**config.mk**
```make
export PLATFORM = sky130hd
export DESIGN_NAME = keypad_debouncer
export DESIGN_NICKNAME = d
export VERILOG_FILES = /design/src/rtl/keypad_pkg.sv /design/src/rtl/keypad_debouncer_timer.sv /design/src/rtl/keypad_debouncer.sv
export SDC_FILE = /design/constraint.sdc
export NUM_CORES = 1
export LEC_CHECK = 0
export ABC_AREA = 0
export BUFFER_PORTS_ARGS = -buffer_cell sky130_fd_sc_hd__buf_2
export CORE_MARGIN = 3
export CORE_UTILIZATION = 62
export CTS_CLUSTER_DIAMETER = 150
export DETAILED_ROUTE_END_ITERATION = 10
export PLACE_DENSITY = 0.91
export SYNTH_ARGS = -nofsm -noshare
export SYNTH_HDL_FRONTEND = slang
export SYNTH_SLANG_ARGS = --single-unit
```
**constraint.sdc**
```tcl
create_clock -name clk -period 3 [get_ports clk]
set_clock_uncertainty 0.15 [all_clocks]
set_input_delay 0.6 -clock clk [delete_from_list [all_inputs] [get_ports clk]]
set_output_delay 0.6 -clock clk [all_outputs]
set_load 0.02 [all_outputs]
```
**src/rtl/keypad_pkg.sv**
```systemverilog
// keypad_pkg: shared key code type, debounce FSM states and default debounce length
package keypad_pkg;
  typedef logic [3:0] key_code_t;
  typedef enum logic [1:0] {IDLE, PRESS_WAIT, HELD, RELEASE_WAIT} debounce_state_t;
  localparam int DEBOUNCE_CYCLES_DEFAULT = 120000;
endpackage

```
**src/rtl/keypad_debouncer_timer.sv**
```systemverilog
// debounce_timer: saturating stability counter; clear_i restarts, en_i advances, done_o at DEBOUNCE_CYCLES-1
module debounce_timer #(
  parameter int DEBOUNCE_CYCLES = 4,
  parameter int CNT_W = $clog2(DEBOUNCE_CYCLES)
) (
  input  logic clk,
  input  logic reset,
  input  logic clear_i,
  input  logic en_i,
  output logic done_o
);
  logic [CNT_W-1:0] cnt_q, cnt_d;
  assign done_o = cnt_q == CNT_W'(DEBOUNCE_CYCLES - 1);
  always_comb cnt_d = clear_i ? '0 : (en_i && !done_o) ? cnt_q + CNT_W'(1) : cnt_q;
  always_ff @(posedge clk or posedge reset)
    if (reset) cnt_q <= '0;
    else cnt_q <= cnt_d;
endmodule

```
**src/rtl/keypad_debouncer.sv**
```systemverilog
// keypad_debouncer: debounces scanner key level/code into one key_valid strobe per press with one-key lockout
module keypad_debouncer
  import keypad_pkg::*;
#(
  parameter int DEBOUNCE_CYCLES = DEBOUNCE_CYCLES_DEFAULT,
  parameter int CNT_W = $clog2(DEBOUNCE_CYCLES)
) (
  input  logic       clk,
  input  logic       reset,
  input  logic       raw_pressed,
  input  logic [3:0] raw_code,
  output logic [3:0] key_code,
  output logic       key_valid,
  output logic       key_held
);
  debounce_state_t state_q, state_d;
  key_code_t cand_q, cand_d, key_code_q, key_code_d;
  logic key_valid_q, key_valid_d, key_held_q, key_held_d;
  logic clear, en, done, match;
  debounce_timer #(.DEBOUNCE_CYCLES(DEBOUNCE_CYCLES), .CNT_W(CNT_W)) u_timer (
    .clk(clk), .reset(reset), .clear_i(clear), .en_i(en), .done_o(done)
  );
  always_comb begin
    match = raw_pressed && raw_code == cand_q;
    state_d = state_q;
    cand_d = cand_q;
    key_code_d = key_code_q;
    key_valid_d = 1'b0;
    clear = 1'b0;
    en = 1'b0;
    case (state_q)
      IDLE: if (raw_pressed) begin
        cand_d = raw_code;
        clear = 1'b1;
        state_d = PRESS_WAIT;
      end
      PRESS_WAIT:
        if (!match) state_d = IDLE;
        else if (done) begin
          state_d = HELD;
          key_code_d = cand_q;
          key_valid_d = 1'b1;
        end else en = 1'b1;
      // any code while held is locked out; only a release matters
      HELD: if (!raw_pressed) begin
        clear = 1'b1;
        state_d = RELEASE_WAIT;
      end
      RELEASE_WAIT:
        if (raw_pressed) state_d = HELD;
        else if (done) state_d = IDLE;
        else en = 1'b1;
      default: state_d = IDLE;
    endcase
    key_held_d = state_d == HELD || state_d == RELEASE_WAIT;
  end
  always_ff @(posedge clk or posedge reset)
    if (reset) begin
      state_q <= IDLE;
      cand_q <= '0;
      key_code_q <= '0;
      key_valid_q <= 1'b0;
      key_held_q <= 1'b0;
    end else begin
      state_q <= state_d;
      cand_q <= cand_d;
      key_code_q <= key_code_d;
      key_valid_q <= key_valid_d;
      key_held_q <= key_held_d;
    end
  assign key_code = key_code_q;
  assign key_valid = key_valid_q;
  assign key_held = key_held_q;
endmodule

```
==> impl_metrics.json, run 1 <==
{
  "drtIter0Drc": 45,
  "design.core.area_mm2": 0.00223,
  "tightest_slew_ns": 0.604,
  "chipWidth_um": 54.9,
  "synth_cells": 144,
  "postSynthAreaPerCell_um2": 10.3,
  "p_sw_share_pct": 24.3,
  "drv_slew": 0,
  "grt_pass1_vias": 1139,
  "tns_ns": 0,
  "endpoint_kind": "register",
  "clk_path_buf_depth": 2,
  "area_growth_pct": 9.11,
  "crit_arrival_ns": 2.27,
  "antenna_found_initial": 0,
  "pin_count": 13,
  "hpwl_um": 2410,
  "die_y_um": 54.9,
  "fin_hold_ws_ns": 0.161,
  "ir_worst_vdd_mv": 0.355,
  "p_clk_share_pct": 28.0,
  "startpoint_type": "register",
  "r2r-end": "key_code[3]",
  "dieArea_mm2": 0.00301,
  "antenna_left": 0,
  "grt_pass1_wl_um": 5180,
  "syn_nets": 152,
  "holdBufCountCts": 0,
  "totalWireLength_um": 3230,
  "insertion_delay_ns": 0.32,
  "p_leak_nw": 0.680,
  "viasPerCell": 6.71,
  "cts.repair.resized": 0,
  "status": "completed",
  "cts_made_buffers": 3,
  "start_util_pct": 66.4,
  "min_path_type": "in -> async",
  "min_period_ns": 2.21,
  "maxSlewHeadroom_pct": 59.6,
  "nets": 169,
  "drv_cap": 0,
  "setup.worst_path.end": "key_code[3]",
  "finalSetupViolCount": 0,
  "crit_required_ns": 3.07,
  "timing.fmax_mhz": 453,
  "grt_start_max_net_pins": 29,
  "path_class": "reg -> reg",
  "rrSetupSlack_ns": 0.79,
  "ys_seq_area_share_pct": 47.3,
  "regArea_um2": 701,
  "fin_ws_ns": 0.794,
  "power_switching_uw": 156,
  "clk_pin_slew_ns": 0.15,
  "cts-root-buf": "clkbuf_4",
  "htreeDepth": 1,
  "p_int_uw": 488,
  "total_power_uw": 644,
  "firstDrtPassIters": 4,
  "wl_per_cell_um": 17.2,
  "grt_overflow_total": 0,
  "io_buffers": 12,
  "clock_sinks": 28,
  "fill_cells": 158,
  "synth_area_mm2": 0.00148,
  "post-cts-setup-buffers": 0,
  "drive_gt1_share_pct": 17.5,
  "r2r_start": "u_timer.cnt_q[4]",
  "pwr-share-seq_pct": 62.2,
  "crit_path_max_fanout": 6,
  "multi_input_area_um2": 744,
  "vias": 1261,
  "ys_ff_latch": 28,
  "row_count": 17,
  "rsz0062_at_grt": "false",
  "startpoint": "u_timer.cnt_q[4]",
  "track_usage_pct": 23.6,
  "ys_types": 36,
  "hold_viol_final": 0,
  "pre_cts_ws_ns": 0.574,
  "drc_errors": 0,
  "reg2reg_depth": 5,
  "ys_warn_count": 0,
  "finalCritPeriodShare_pct": 73.5,
  "pwr_density_cell_mw_per_mm2": 398,
  "antennaDiodeCount": 0,
  "place_congestion": 0.904,
  "cts_tree": "yes",
  "comb_power_share_pct": 9.8
}
placed cells by master (no fill, tap or decap), drive strengths merged:
master	count
nor2b	2
nand2	10
nor3b	1
o21ai	9
nor2	4
nand2b	3
a21boi	1
nand3	8
mux2	8
a41oi	1
nand4bb	1
nor3	1
dfrtp	28
ha	1
or3	6
nand3b	2
clkbuf	4
nand4b	1
or4	9
or4b	1
o211ai	4
o31ai	10
xor2	5
or4bb	1
and3	3
a21oi	11
nor4	1
inv	5
buf	15
nand4	4
registers in the layout (all words and copies together), names as in the netlist:
signal and count:
u_timer.cnt_q 17, cand_q 4, key_code 4, key_valid 1, state_q 1, key_held 1
layout make-up:
type | instances | area share [%]
timing repair buffer | 15 | 5.10
inverter | 5 | 1.16
multi-input combinational | 108 | 46.0
clock buffer | 4 | 2.24
tap | 28 | 2.17
sequential | 28 | 43.3
per-stage QoR:
stage / cell area [um2] / std cells / util (%)
final: 1620 / 188 / 72.4
after global routing: 1620 / 188 / 72.4
after CTS: 1620 / 188 / 72.4
after detailed placement: 1580 / 184 / 70.8
after global placement: 1580 / 184 / 70.8
after floorplan: 1480 / 144 / -
layer usage:
layer | global-route usage, % | vias to the layer above | wire length [um]
li1 | - | 585 | -
met1 | 30.4 | 626 | 1360
met2 | 40.0 | 41 | 1680
met3 | 2.95 | 9 | 124
met4 | 9.72 | 0 | 65
met5 | 0 | - | 0
cell families (layout without fill, tap and decap cells):
family | count (synthesis) | after routing | share of synthesized area, %
xor+xnor | 5 | 5 | 2.95
flops | 28 | 28 | 47.3
simple gates | 58 | 58 | 24.9
mux | 8 | 8 | 6.08
compound gates | 36 | 36 | 15.4
fa+ha+maj | 1 | 1 | 0.844
buf+inv | 8 | 24 | 2.53
power by group through the flow:
| stage | clock network [mW] | logic (mW) | registers (mW) |
|---|---|---|---|
| after floorplan | 0 | 0.0470 | 0.404 |
| after global placement | 0 | 0.0610 | 0.406 |
| after detailed placement | 0 | 0.0633 | 0.408 |
| after CTS | 0.184 | 0.0641 | 0.400 |
| after global routing | 0.200 | 0.0711 | 0.402 |
| final | 0.180 | 0.0633 | 0.401 |
how the worst min path moves through the flow:
stage	to	slack, ns	cells after the start	from
after floorplan	u_timer.cnt_q[0]	0.34	1	u_timer.cnt_q[0]
after global placement	key_code[1]	0.32	1	key_code[1]
after detailed placement	key_code[0]	0.34	1	key_code[0]
after CTS	cand_q[2]	0.18	3	reset
after global routing	key_code[2]	0.18	3	reset
final	cand_q[2]	0.16	3	reset
critical path, stage by stage, from the launching register on:
cell	delay, ns
dfrtp_1	0.49
nand2_1	0.14
or3_1	0.33
nor4_1	0.28
nand3_1	0.30
mux2_1	0.41
Yosys cell counts:
master	number	share of area, %
a21boi_1	1	0.51
a21oi_1	10	3.4
a21oi_2	1	0.59
a41oi_1	1	0.59
and3_1	3	1.3
buf_6	1	0.76
clkbuf_1	2	0.51
dfrtp_1	28	47
ha_1	1	0.84
inv_1	5	1.3
mux2_1	4	3.0
mux2_2	4	3.0
nand2_1	10	2.5
nand2b_1	3	1.3
nand3_1	7	2.4
nand3_4	1	1.2
nand3b_1	2	1.0
nand4_1	4	1.7
nand4b_1	1	0.59
nand4bb_1	1	0.76
nor2_1	4	1.0
nor2b_1	2	0.84
nor3_2	1	0.68
nor3b_1	1	0.51
nor4_1	1	0.42
o211ai_1	4	2.0
o21ai_0	3	1.0
o21ai_1	5	1.7
o21ai_2	1	0.59
o31ai_1	10	5.1
or3_1	6	2.5
or4_1	8	4.1
or4_4	1	0.76
or4b_1	1	0.68
or4bb_1	1	0.76
xor2_1	5	3.0
No activity file was read; power rests on OpenSTA's default activity.
==> inputs of run 2 (changes only) <==
- ABC_AREA: 0 -> 1
- CORE_UTILIZATION: 62 -> 59
- PLACE_DENSITY: 0.91 -> 0.87
- clock period: 3 -> 2.3 ns (I/O delays scaled with it)
==> run 2 against run 1 <==
  * Utilization decreased by 6.5 points
  * Highest routed layer unchanged
  * Critical endpoint is now key_code[2]
  * Hold slack worse by 0.14 ns
  * Critical path type unchanged
  * Register-to-register slack worse by 0.45 ns
  * Clock-buffer cell count decreased by 1
  * Design area rose by 13%
  * Clock power up 6%
  * Via count is 25% higher
==> impl_metrics.json, run 2 <==
{
  "ir_worst_vdd_mv": 0.444,
  "cts.repair.resized": 0,
  "ys_seq_area_share_pct": 40.5,
  "cp_common_cell": "nand2_1",
  "start_util_pct": 62.3,
  "ys_types": 24,
  "viasPerCell": 5.34,
  "firstDrtPassIters": 4,
  "rsz0062_at_grt": "false",
  "crit_path_max_fanout": 10,
  "area_growth_pct": 5.85,
  "synth_area_mm2": 0.00173,
  "rrSetupSlack_ns": 0.35,
  "status": "completed",
  "path_cells": "ha_1, nand2_1, nor2_1, nand2_1, nor2_1, nand2_2, nand2_1, o21ai_0",
  "endpoint_kind": "register",
  "hold_viol_final": 0,
  "design.core.area_mm2": 0.00278,
  "pin_count": 13,
  "wl_per_cell_um": 11.1,
  "place_congestion": 0.856,
  "chipWidth_um": 60.2,
  "pwr_density_cell_mw_per_mm2": 438,
  "setup.worst_path.end": "key_code[2]",
  "vias": 1580,
  "postSynthAreaPerCell_um2": 6.84,
  "pre_cts_ws_ns": 0.358,
  "startpoint_type": "register",
  "maxSlewHeadroom_pct": 66.1,
  "post-synth-top-area-cell": "dfrtp_1",
  "clk_path_buf_depth": 2,
  "row_count": 19,
  "ys_top_cells_by_count": "nand2_1, nor2_1, dfrtp_1",
  "syn_nets": 261,
  "antennaDiodeCount": 0,
  "startpoint": "u_timer.cnt_q[0]",
  "layout_common_cells": "nand2_1, nor2_1, dfrtp_1",
  "insertion_delay_ns": 0.31,
  "cpPeakStageDelay_ns": 0.43,
  "clock_sinks": 28,
  "drc_errors": 0,
  "ys_warn_count": 0,
  "grt_pass1_vias": 1434,
  "tightest_slew_ns": 0.507,
  "r2r_start": "u_timer.cnt_q[0]",
  "top_register": "u_timer.cnt_q",
  "min_path_type": "in -> async",
  "holdBufCountCts": 0,
  "synth_top_cell_area_share_pct": 40.5,
  "largest_reg_flops": 17,
  "mostFrequentLayoutCell": "nand2_1",
  "cts_tree": "yes",
  "drv_cap": 0,
  "fin_ws_ns": 0.345,
  "synth_cells": 253,
  "drtIter0Drc": 70,
  "cts_made_buffers": 3,
  "crit_required_ns": 2.36,
  "dieArea_mm2": 0.00362,
  "path_class": "reg -> reg",
  "reg2reg_depth": 8,
  "antenna_found_initial": 0,
  "grt_overflow_total": 0,
  "grt_start_max_net_pins": 29,
  "post-cts-setup-buffers": 0,
  "drv_slew": 0,
  "drive_gt1_share_pct": 10.2,
  "synth_most_common_cell": "nand2_1",
  "tns_ns": 0,
  "p_leak_nw": 0.956,
  "synth_edf_count": 0,
  "die_y_um": 60.2,
  "clk_pin_slew_ns": 0.13,
  "hpwl_um": 2530,
  "track_usage_pct": 21.4,
  "grt_pass1_wl_um": 6000,
  "nets": 275,
  "synthTopCellsByArea": "dfrtp_1, nand2_1, nand3_1",
  "totalWireLength_um": 3290,
  "htreeDepth": 1,
  "finalSetupViolCount": 0,
  "synth_ff_type": "dfrtp_1",
  "antenna_left": 0,
  "r2r-end": "key_code[2]",
  "critical_path.slowest_cell": "dfrtp_1",
  "timing.fmax_mhz": 512,
  "finalCritPeriodShare_pct": 85.0,
  "min_period_ns": 1.95,
  "io_buffers": 12,
  "fin_hold_ws_ns": 0.0245,
  "ys_async_sr_fraction_pct": 100,
  "ys_ff_latch": 28,
  "cts-root-buf": "clkbuf_4",
  "crit_arrival_ns": 2.02
}
-- run 2: layout make-up --
type                            count  area [um2]
Sequential cell                    28         701
Clock buffer                        3        22.5
Multi-Input combinational cell    193         895
Timing Repair Buffer               14        75.1
Inverter                           27         101
Fill cell                         254         948
Tap cell                           31        38.8
-- run 2: per-stage QoR --
| step | total power, mW | area [um2] | util, % | instances |
|---|---|---|---|---|
| 6_report | 0.802 | 1830 | 65.9 | 296 |
| 5_1_grt | 0.852 | 1830 | 65.9 | 296 |
| 4_1_cts | 0.809 | 1830 | 65.9 | 296 |
| 3_5_place_dp | 0.622 | 1810 | 65.1 | 293 |
| 3_3_place_gp | 0.619 | 1810 | 65.1 | 293 |
| 2_1_floorplan | 0.599 | 1730 | - | 253 |
-- run 2: worst max-delay path, delay by kind of cell, from the launching register on --
kind / cells / cell delay, ns
fa+ha+maj: 1 / 0.22
flops: 1 / 0.43
compound gates: 1 / 0.08
simple gates: 6 / 0.98
-- run 2: report_power, final --
| group | internal [mW] | total, mW | switching [mW] |
|---|---|---|---|
| clock network | 0.0613 | 0.190 | 0.129 |
| registers | 0.507 | 0.519 | 0.0127 |
| logic | 0.0266 | 0.0924 | 0.0658 |
| total | 0.595 | 0.802 | 0.208 |
-- run 2: cell families after synthesis --
kind of cell	synth area share, %
AND/OR/NAND/NOR	43.3
AO/OA/AOI/OAI	3.61
buffers and inverters	7.88
adder cells (fa/ha/maj)	0.722
flip-flops	40.5
XOR/XNOR	4.05
-- run 2: worst min-delay path by stage --
stage                      from                to  slack [ns]  cells after the start
global placement    key_code[0]       key_code[0]        0.31                      2
global route              reset  u_timer.cnt_q[1]        0.02                      3
finish                    reset         cand_q[1]        0.02                      3
floorplan             cand_q[0]         cand_q[0]        0.32                      2
CTS                       reset  u_timer.cnt_q[1]        0.03                      3
detailed placement  key_code[3]       key_code[3]        0.33                      2
-- run 2: metal layers --
metal  part of all wire [%]  wire length, um  GRT usage, %  vias to the layer above
met5                      0                0             0                        -
met4                    1.0               34          4.43                        0
met3                    4.1              136          4.75                        4
met2                     48             1580          38.4                       36
met1                     47             1540          26.0                      720
li1                       -                -             -                      820
